### config.mk
export PLATFORM = sky130hd
export DESIGN_NAME = cycle_sequencer_flat
export DESIGN_NICKNAME = d
export VERILOG_FILES = /design/src/rtl/cpu_timing_pkg.sv /design/src/rtl/cycle_sequencer_if.sv /design/src/rtl/opcode_field_decoder.sv /design/src/rtl/cycle_sequencer.sv /design/src/flat_wrapper.sv
export SDC_FILE = /design/constraint.sdc
export NUM_CORES = 1
export LEC_CHECK = 0
export CORE_MARGIN = 2
export CORE_UTILIZATION = 41
export DETAILED_ROUTE_END_ITERATION = 6
export GPL_TIMING_DRIVEN = 0
export PLACE_DENSITY = 0.81
export SLEW_MARGIN = 20
export SYNTH_ARGS = -nofsm -noshare
export SYNTH_HDL_FRONTEND = slang
export SYNTH_SLANG_ARGS = --single-unit
export TNS_END_PERCENT = 10
### constraint.sdc
create_clock -name i_Clk -period 1.96 [get_ports i_Clk]
set_input_delay 0.294 -clock i_Clk [delete_from_list [all_inputs] [get_ports i_Clk]]
set_output_delay 0.294 -clock i_Clk [all_outputs]
set_load 0.02 [all_outputs]
### src/rtl/cpu_timing_pkg.sv
// cpu_timing_pkg: shared T-state/M-cycle widths, one-hot reset constants and NOP opcode
package cpu_timing_pkg;
  localparam int STEP_W = 4;
  localparam int COUNT_W = 8;
  localparam logic [STEP_W-1:0] STEP_RST = 4'b0001;
  localparam logic [COUNT_W-1:0] COUNT_RST = 8'b0000_0001;
  localparam logic [7:0] NOP_OP = 8'h00;
  typedef enum logic [STEP_W-1:0] {
    T1 = 4'b0001,
    T2 = 4'b0010,
    T3 = 4'b0100,
    T4 = 4'b1000
  } step_t;
endpackage

### src/rtl/cycle_sequencer_if.sv
// cycle_sequencer_if: sequencer control inputs (i_Hold, i_IR_Fetch, i_Bus_Data) and timing/decode outputs
interface cycle_sequencer_if;
  import cpu_timing_pkg::*;
  logic               i_Hold;
  logic               i_IR_Fetch;
  logic [7:0]         i_Bus_Data;
  logic [STEP_W-1:0]  o_Cycle_Step;
  logic [COUNT_W-1:0] o_Cycle_Count;
  logic [7:0]         o_Opcode;
  logic [3:0]         o_P;
  logic [1:0]         o_Q;
  logic               o_Fault;
  modport master (output i_Hold, i_IR_Fetch, i_Bus_Data,
                  input  o_Cycle_Step, o_Cycle_Count, o_Opcode, o_P, o_Q, o_Fault);
  modport slave  (input  i_Hold, i_IR_Fetch, i_Bus_Data,
                  output o_Cycle_Step, o_Cycle_Count, o_Opcode, o_P, o_Q, o_Fault);
endinterface

### src/rtl/opcode_field_decoder.sv
// opcode_field_decoder: one-hot P (opcode[5:4]) and Q (opcode[3]) field decode; in i_Opcode, out o_P, o_Q
module opcode_field_decoder (
  input  logic [7:0] i_Opcode,
  output logic [3:0] o_P,
  output logic [1:0] o_Q
);
  assign o_P = 4'b0001 << i_Opcode[5:4];
  assign o_Q = i_Opcode[3] ? 2'b10 : 2'b01;
endmodule

### src/rtl/cycle_sequencer.sv
// cycle_sequencer: T-state/M-cycle sequencer with opcode latch; ports i_Clk, i_Reset, bus (slave: hold/fetch/data in, step/count/opcode/P/Q/fault out); CYCLE_OVERRUN_TRAP_EN enables the overrun trap
module cycle_sequencer
  import cpu_timing_pkg::*;
(
  input  logic                  i_Clk,
  input  logic                  i_Reset,
  cycle_sequencer_if.slave      bus
);
  step_t               r_step, w_step_nxt;
  logic [COUNT_W-1:0]  r_count, w_count_nxt;
  logic [7:0]          r_opcode, w_opcode_nxt;
  logic                w_boundary;
  assign w_boundary = !bus.i_Hold && r_step == T4;
`ifdef CYCLE_OVERRUN_TRAP_EN
  logic r_fault;
  logic w_overrun;
  assign w_overrun = w_boundary && !bus.i_IR_Fetch && r_count[COUNT_W-1];
  always_ff @(posedge i_Clk)
    if (i_Reset) r_fault <= 1'b0;
    else r_fault <= w_overrun;
  assign bus.o_Fault = r_fault;
`else
  assign bus.o_Fault = 1'b0;
`endif
  always_ff @(posedge i_Clk)
    if (i_Reset) begin
      r_step   <= T1;
      r_count  <= COUNT_RST;
      r_opcode <= NOP_OP;
    end else begin
      r_step   <= w_step_nxt;
      r_count  <= w_count_nxt;
      r_opcode <= w_opcode_nxt;
    end
  // Count restarts on a fetch and also wraps out of the top bit, so it never goes all-zero.
  always_comb begin
    w_step_nxt   = bus.i_Hold ? r_step : step_t'({r_step[STEP_W-2:0], r_step[STEP_W-1]});
    w_count_nxt  = !w_boundary ? r_count :
                   (bus.i_IR_Fetch || r_count[COUNT_W-1]) ? COUNT_RST : r_count << 1;
`ifdef CYCLE_OVERRUN_TRAP_EN
    w_opcode_nxt = (w_boundary && bus.i_IR_Fetch) ? bus.i_Bus_Data : w_overrun ? NOP_OP : r_opcode;
`else
    w_opcode_nxt = (w_boundary && bus.i_IR_Fetch) ? bus.i_Bus_Data : r_opcode;
`endif
  end
  assign bus.o_Cycle_Step  = r_step;
  assign bus.o_Cycle_Count = r_count;
  assign bus.o_Opcode      = r_opcode;
  opcode_field_decoder u_dec (
    .i_Opcode (r_opcode),
    .o_P      (bus.o_P),
    .o_Q      (bus.o_Q)
  );
endmodule

### src/flat_wrapper.sv
// flat-port wrapper written by rule: the top's interface ports become plain ports
module cycle_sequencer_flat import cpu_timing_pkg::*;
  (i_Clk, i_Reset, bus_i_Hold, bus_i_IR_Fetch, bus_i_Bus_Data, bus_o_Cycle_Step, bus_o_Cycle_Count, bus_o_Opcode, bus_o_P, bus_o_Q, bus_o_Fault);
  cycle_sequencer_if bus_i ();
  input  logic i_Clk;
  input  logic i_Reset;
  input wire logic [$bits(bus_i.i_Hold)-1:0] bus_i_Hold;
  input wire logic [$bits(bus_i.i_IR_Fetch)-1:0] bus_i_IR_Fetch;
  input wire logic [$bits(bus_i.i_Bus_Data)-1:0] bus_i_Bus_Data;
  output wire logic [$bits(bus_i.o_Cycle_Step)-1:0] bus_o_Cycle_Step;
  output wire logic [$bits(bus_i.o_Cycle_Count)-1:0] bus_o_Cycle_Count;
  output wire logic [$bits(bus_i.o_Opcode)-1:0] bus_o_Opcode;
  output wire logic [$bits(bus_i.o_P)-1:0] bus_o_P;
  output wire logic [$bits(bus_i.o_Q)-1:0] bus_o_Q;
  output wire logic [$bits(bus_i.o_Fault)-1:0] bus_o_Fault;
  assign bus_i.i_Hold = bus_i_Hold;
  assign bus_i.i_IR_Fetch = bus_i_IR_Fetch;
  assign bus_i.i_Bus_Data = bus_i_Bus_Data;
  assign bus_o_Cycle_Step = bus_i.o_Cycle_Step;
  assign bus_o_Cycle_Count = bus_i.o_Cycle_Count;
  assign bus_o_Opcode = bus_i.o_Opcode;
  assign bus_o_P = bus_i.o_P;
  assign bus_o_Q = bus_i.o_Q;
  assign bus_o_Fault = bus_i.o_Fault;
  cycle_sequencer u_core (.i_Clk(i_Clk), .i_Reset(i_Reset), .bus(bus_i));
endmodule
==> summary.md <==
| Metric | Value |
|---|---|
| Setup slack at placement | `0.162 ns` |
| Largest net degree at the start of global routing | `12` |
| Vias per Instance | `4.93` |
| CP Depth | `2` |
| 1st-iter DRT viols | `9` |
| H-tree Lvls | `1` |
| VDD IR max | `0.334 mV` |
| Seq/Total Area, Yosys | `42.5%` |
| Met1 usage | `18.7%` |
| Worst Hold Class | `primary input to register` |
| Post-Synthesis Cell Area | `942 sq um` |
| # resized after CTS | `0` |
| Mapped Nets | `108` |
| R2R Path End | `u_core.bus.o_Cycle_Count[1]$_SDFFE_PP0P_` |
| Die width | `51.9 microns` |
| Share of Yosys cell area claimed by the top area cell type | `42.5%` |
| Most frequent cells after synthesis | `20 x dfxtp_1, 17 x nand2b_1, 13 x mux2i_1` |
| Die Y | `51.9 microns` |
| Fraction of layout cells with a size suffix above 1 | `11.0%` |
| Number of global-route vias before repair | `806` |
| Max-slew violations | `0` |
| RSZ-0062 raised after global routing | `no` |
| Critical Path AT | `1.47 ns` |
| Routing usage on met2 | `29.7%` |
| Buf/Inv on CP | `1` |
| Yosys reg bits | `20` |
| DP Area | `1340 sq um` |
| Initial Util | `43.0%` |
| R2R cell count | `3` |
| Critical Path Start | `u_core.bus.o_Opcode[5]$_SDFFE_PP0P_` |
| Ys Warns | `0` |
| Max FO, Critical Path | `6` |
| Max-cap viol count | `0` |
| Top-count cell post-synth | `dfxtp_1` |
| Final hold violation count | `0` |
| IO Port Bufs | `36` |
| GR Overflow Total | `0` |
| Max Fclk | `567 MHz` |
| Critical Path RT | `1.67 ns` |
| Static Leak | `0.489 nW` |
| CTS Sinks | `20` |
| Die ar. | `2700 sq um` |
| Root Buffer | `clkbuf_4` |
| Post-synth EDFFs | `0` |
| CTS tree | `done` |
| CTS Buf Count | `3` |
| Avg Inst Size Synth | `9.81 sq um` |
| R2r setup slk | `0.40 ns` |
| FF+latch area | `400 sq um` |
| Gpl congestion | `0.747` |
| Synth Flop Type | `dfxtp_1` |
| CP Capture Type | `primary output` |
| Status | `completed` |
| M3 GR Usage | `4.31%` |
| Crit path kind | `register to primary output` |
| Nets | `149` |
| Setup-failing EPs final | `0` |
| Total GRT Usage | `16.3%` |
| Finished Cell Area | `1370 sq um` |
| CP Cell Sequence | `nor2b_1, clkdlybuf4s50_1` |
| Min setup slack post-route | `0.198 ns` |
| Tcrit/Tclk final | `89.9%` |
| Total Power | `737 uW` |
| Initial antenna violation count | `0` |
| Clk Latency, worst-skew pair | `0.29 ns` |
| Num rows | `17` |
| Worst path top cell family by delay | `buffers and inverters` |
| Post-DP HPWL | `1530 microns` |
| FFs w/ async S/R, synth | `0%` |
| Cell Pwr Density | `536 nW/um^2` |
| Post-CTS Setup Inserts | `0` |
| GR peak layer | `met2` |
| Skew final | `0.00269 ns` |
| Setup TNS | `0 ns` |
| P&R area growth vs syn | `45.8%` |
| Master of the slowest instance on the critical path | `clkdlybuf4s50_1` |
| Reg2Reg Launch Point | `u_core.bus.o_Cycle_Step[2]$_SDFFE_PP0N_` |
| CTS clock-pin slew for the worst setup and hold paths | `0.11 ns` |
| 1st-pass router iterations | `4` |
| DRC viols | `0` |
| Clock buffer depth | `2` |
| DRT antenna net count | `0` |
| First-pass GRT wire length | `3370 microns` |
| CP endpoint | `bus_o_P[2]` |
| WL final | `2060 microns` |
| I/O pin total | `39` |
| Synth unique cells | `25` |
| Worst Setup Start Kind | `register` |
| Synth area leaders | `dfxtp_1 42%, mux2i_1 14%, nand2b_1 11%, nand4_1 3.3%, a21oi_1 2.7%` |
| Post-Syn Instances | `96` |
| Hold Buf Count CTS | `0` |
| Ant. Diodes | `0` |
| Std-Cell Core Area | `2190 sq um` |
| Slowest stage delay, CP | `0.61 ns` |
| Multi-input logic area | `484 sq um` |
| Area leader, netlist | `dfxtp_1` |
| Layout filler cell count | `186` |
| Per-cell routed wire length | `12.5 microns` |
| Via count | `809` |
| Period minus WS final | `1.76 ns` |
==> per-stage QoR <==
step,util (%),instances,hold WS (ns)
after global placement,61.1,160,0.459
after detailed placement,61.1,160,0.473
final,62.7,164,0.256
after floorplan,-,96,0.449
after global routing,62.7,164,0.253
after CTS,62.7,164,0.249
==> report_power, final <==
group	total (mW)	switching [mW]	internal, mW	leakage (nW)
registers	0.417	0.00607	0.411	0.162
logic	0.0847	0.0391	0.0456	0.306
clock network	0.235	0.122	0.113	0.0210
==> cell families after synthesis <==
logic type | after synthesis | synth area share, %
other | 1 | 0.398
and+or+nand+nor | 40 | 29.2
buffers and inverters | 10 | 6.11
muxes | 14 | 15.4
DFF | 20 | 42.5
AOI/OAI and AO/OA | 11 | 6.37
==> final cells by class <==
cell class,count,area share (%)
multi-input combinational,66,35.2
tap,28,2.55
clock buffer,4,2.64
sequential,20,29.1
buffer,8,3.64
timing repair buffer,36,26.2
inverter,2,0.546
==> how the worst min path moves through the flow <==
stage	startpoint	slack, ns	end	cells past startpoint
final	bus_i_Hold	0.26	u_core.bus.o_Cycle_Step[0]$_SDFFE_PP1N_	2
after global routing	bus_i_Hold	0.25	u_core.bus.o_Cycle_Step[0]$_SDFFE_PP1N_	2
after CTS	bus_i_Hold	0.25	u_core.bus.o_Cycle_Step[0]$_SDFFE_PP1N_	2
after detailed placement	u_core.bus.o_Opcode[7]$_SDFFE_PP0P_	0.47	u_core.bus.o_Opcode[7]$_SDFFE_PP0P_	2
after global placement	u_core.bus.o_Opcode[0]$_SDFFE_PP0P_	0.46	u_core.bus.o_Opcode[0]$_SDFFE_PP0P_	2
after floorplan	bus_i_Bus_Data[0]	0.45	u_core.bus.o_Opcode[0]$_SDFFE_PP0P_	2
==> per-layer routing <==
metal	wire length, microns	up-vias
met5	0	-
met4	0	0
met3	166	0
met2	993	29
met1	895	375
li1	-	405
==> flip-flops by register name, summed over array words and instances, names as in the netlist <==
name / count
u_core.bus.o_Cycle_Step: 4
u_core.bus.o_Opcode: 8
u_core.bus.o_Cycle_Count: 8
==> layout by cell type (no fill, tap or decap), drive strengths merged <==
cell | synthesis | final
nor2 | 7 | 7
nand4 | 5 | 5
dfxtp | 20 | 20
o21ai | 5 | 5
nor2b | 3 | 3
and3 | 1 | 1
a211o | 1 | 1
nand2 | 1 | 1
mux2 | 1 | 1
a21oi | 5 | 5
buf | 4 | 4
clkdlybuf4s50 | 0 | 36
inv | 2 | 2
nand2b | 17 | 17
and2 | 1 | 1
mux2i | 13 | 13
nor3 | 1 | 1
or4b | 1 | 1
conb | 1 | 1
clkbuf | 4 | 8
nor4b | 2 | 2
and2b | 1 | 1
(Power assumes the default switching activity.)
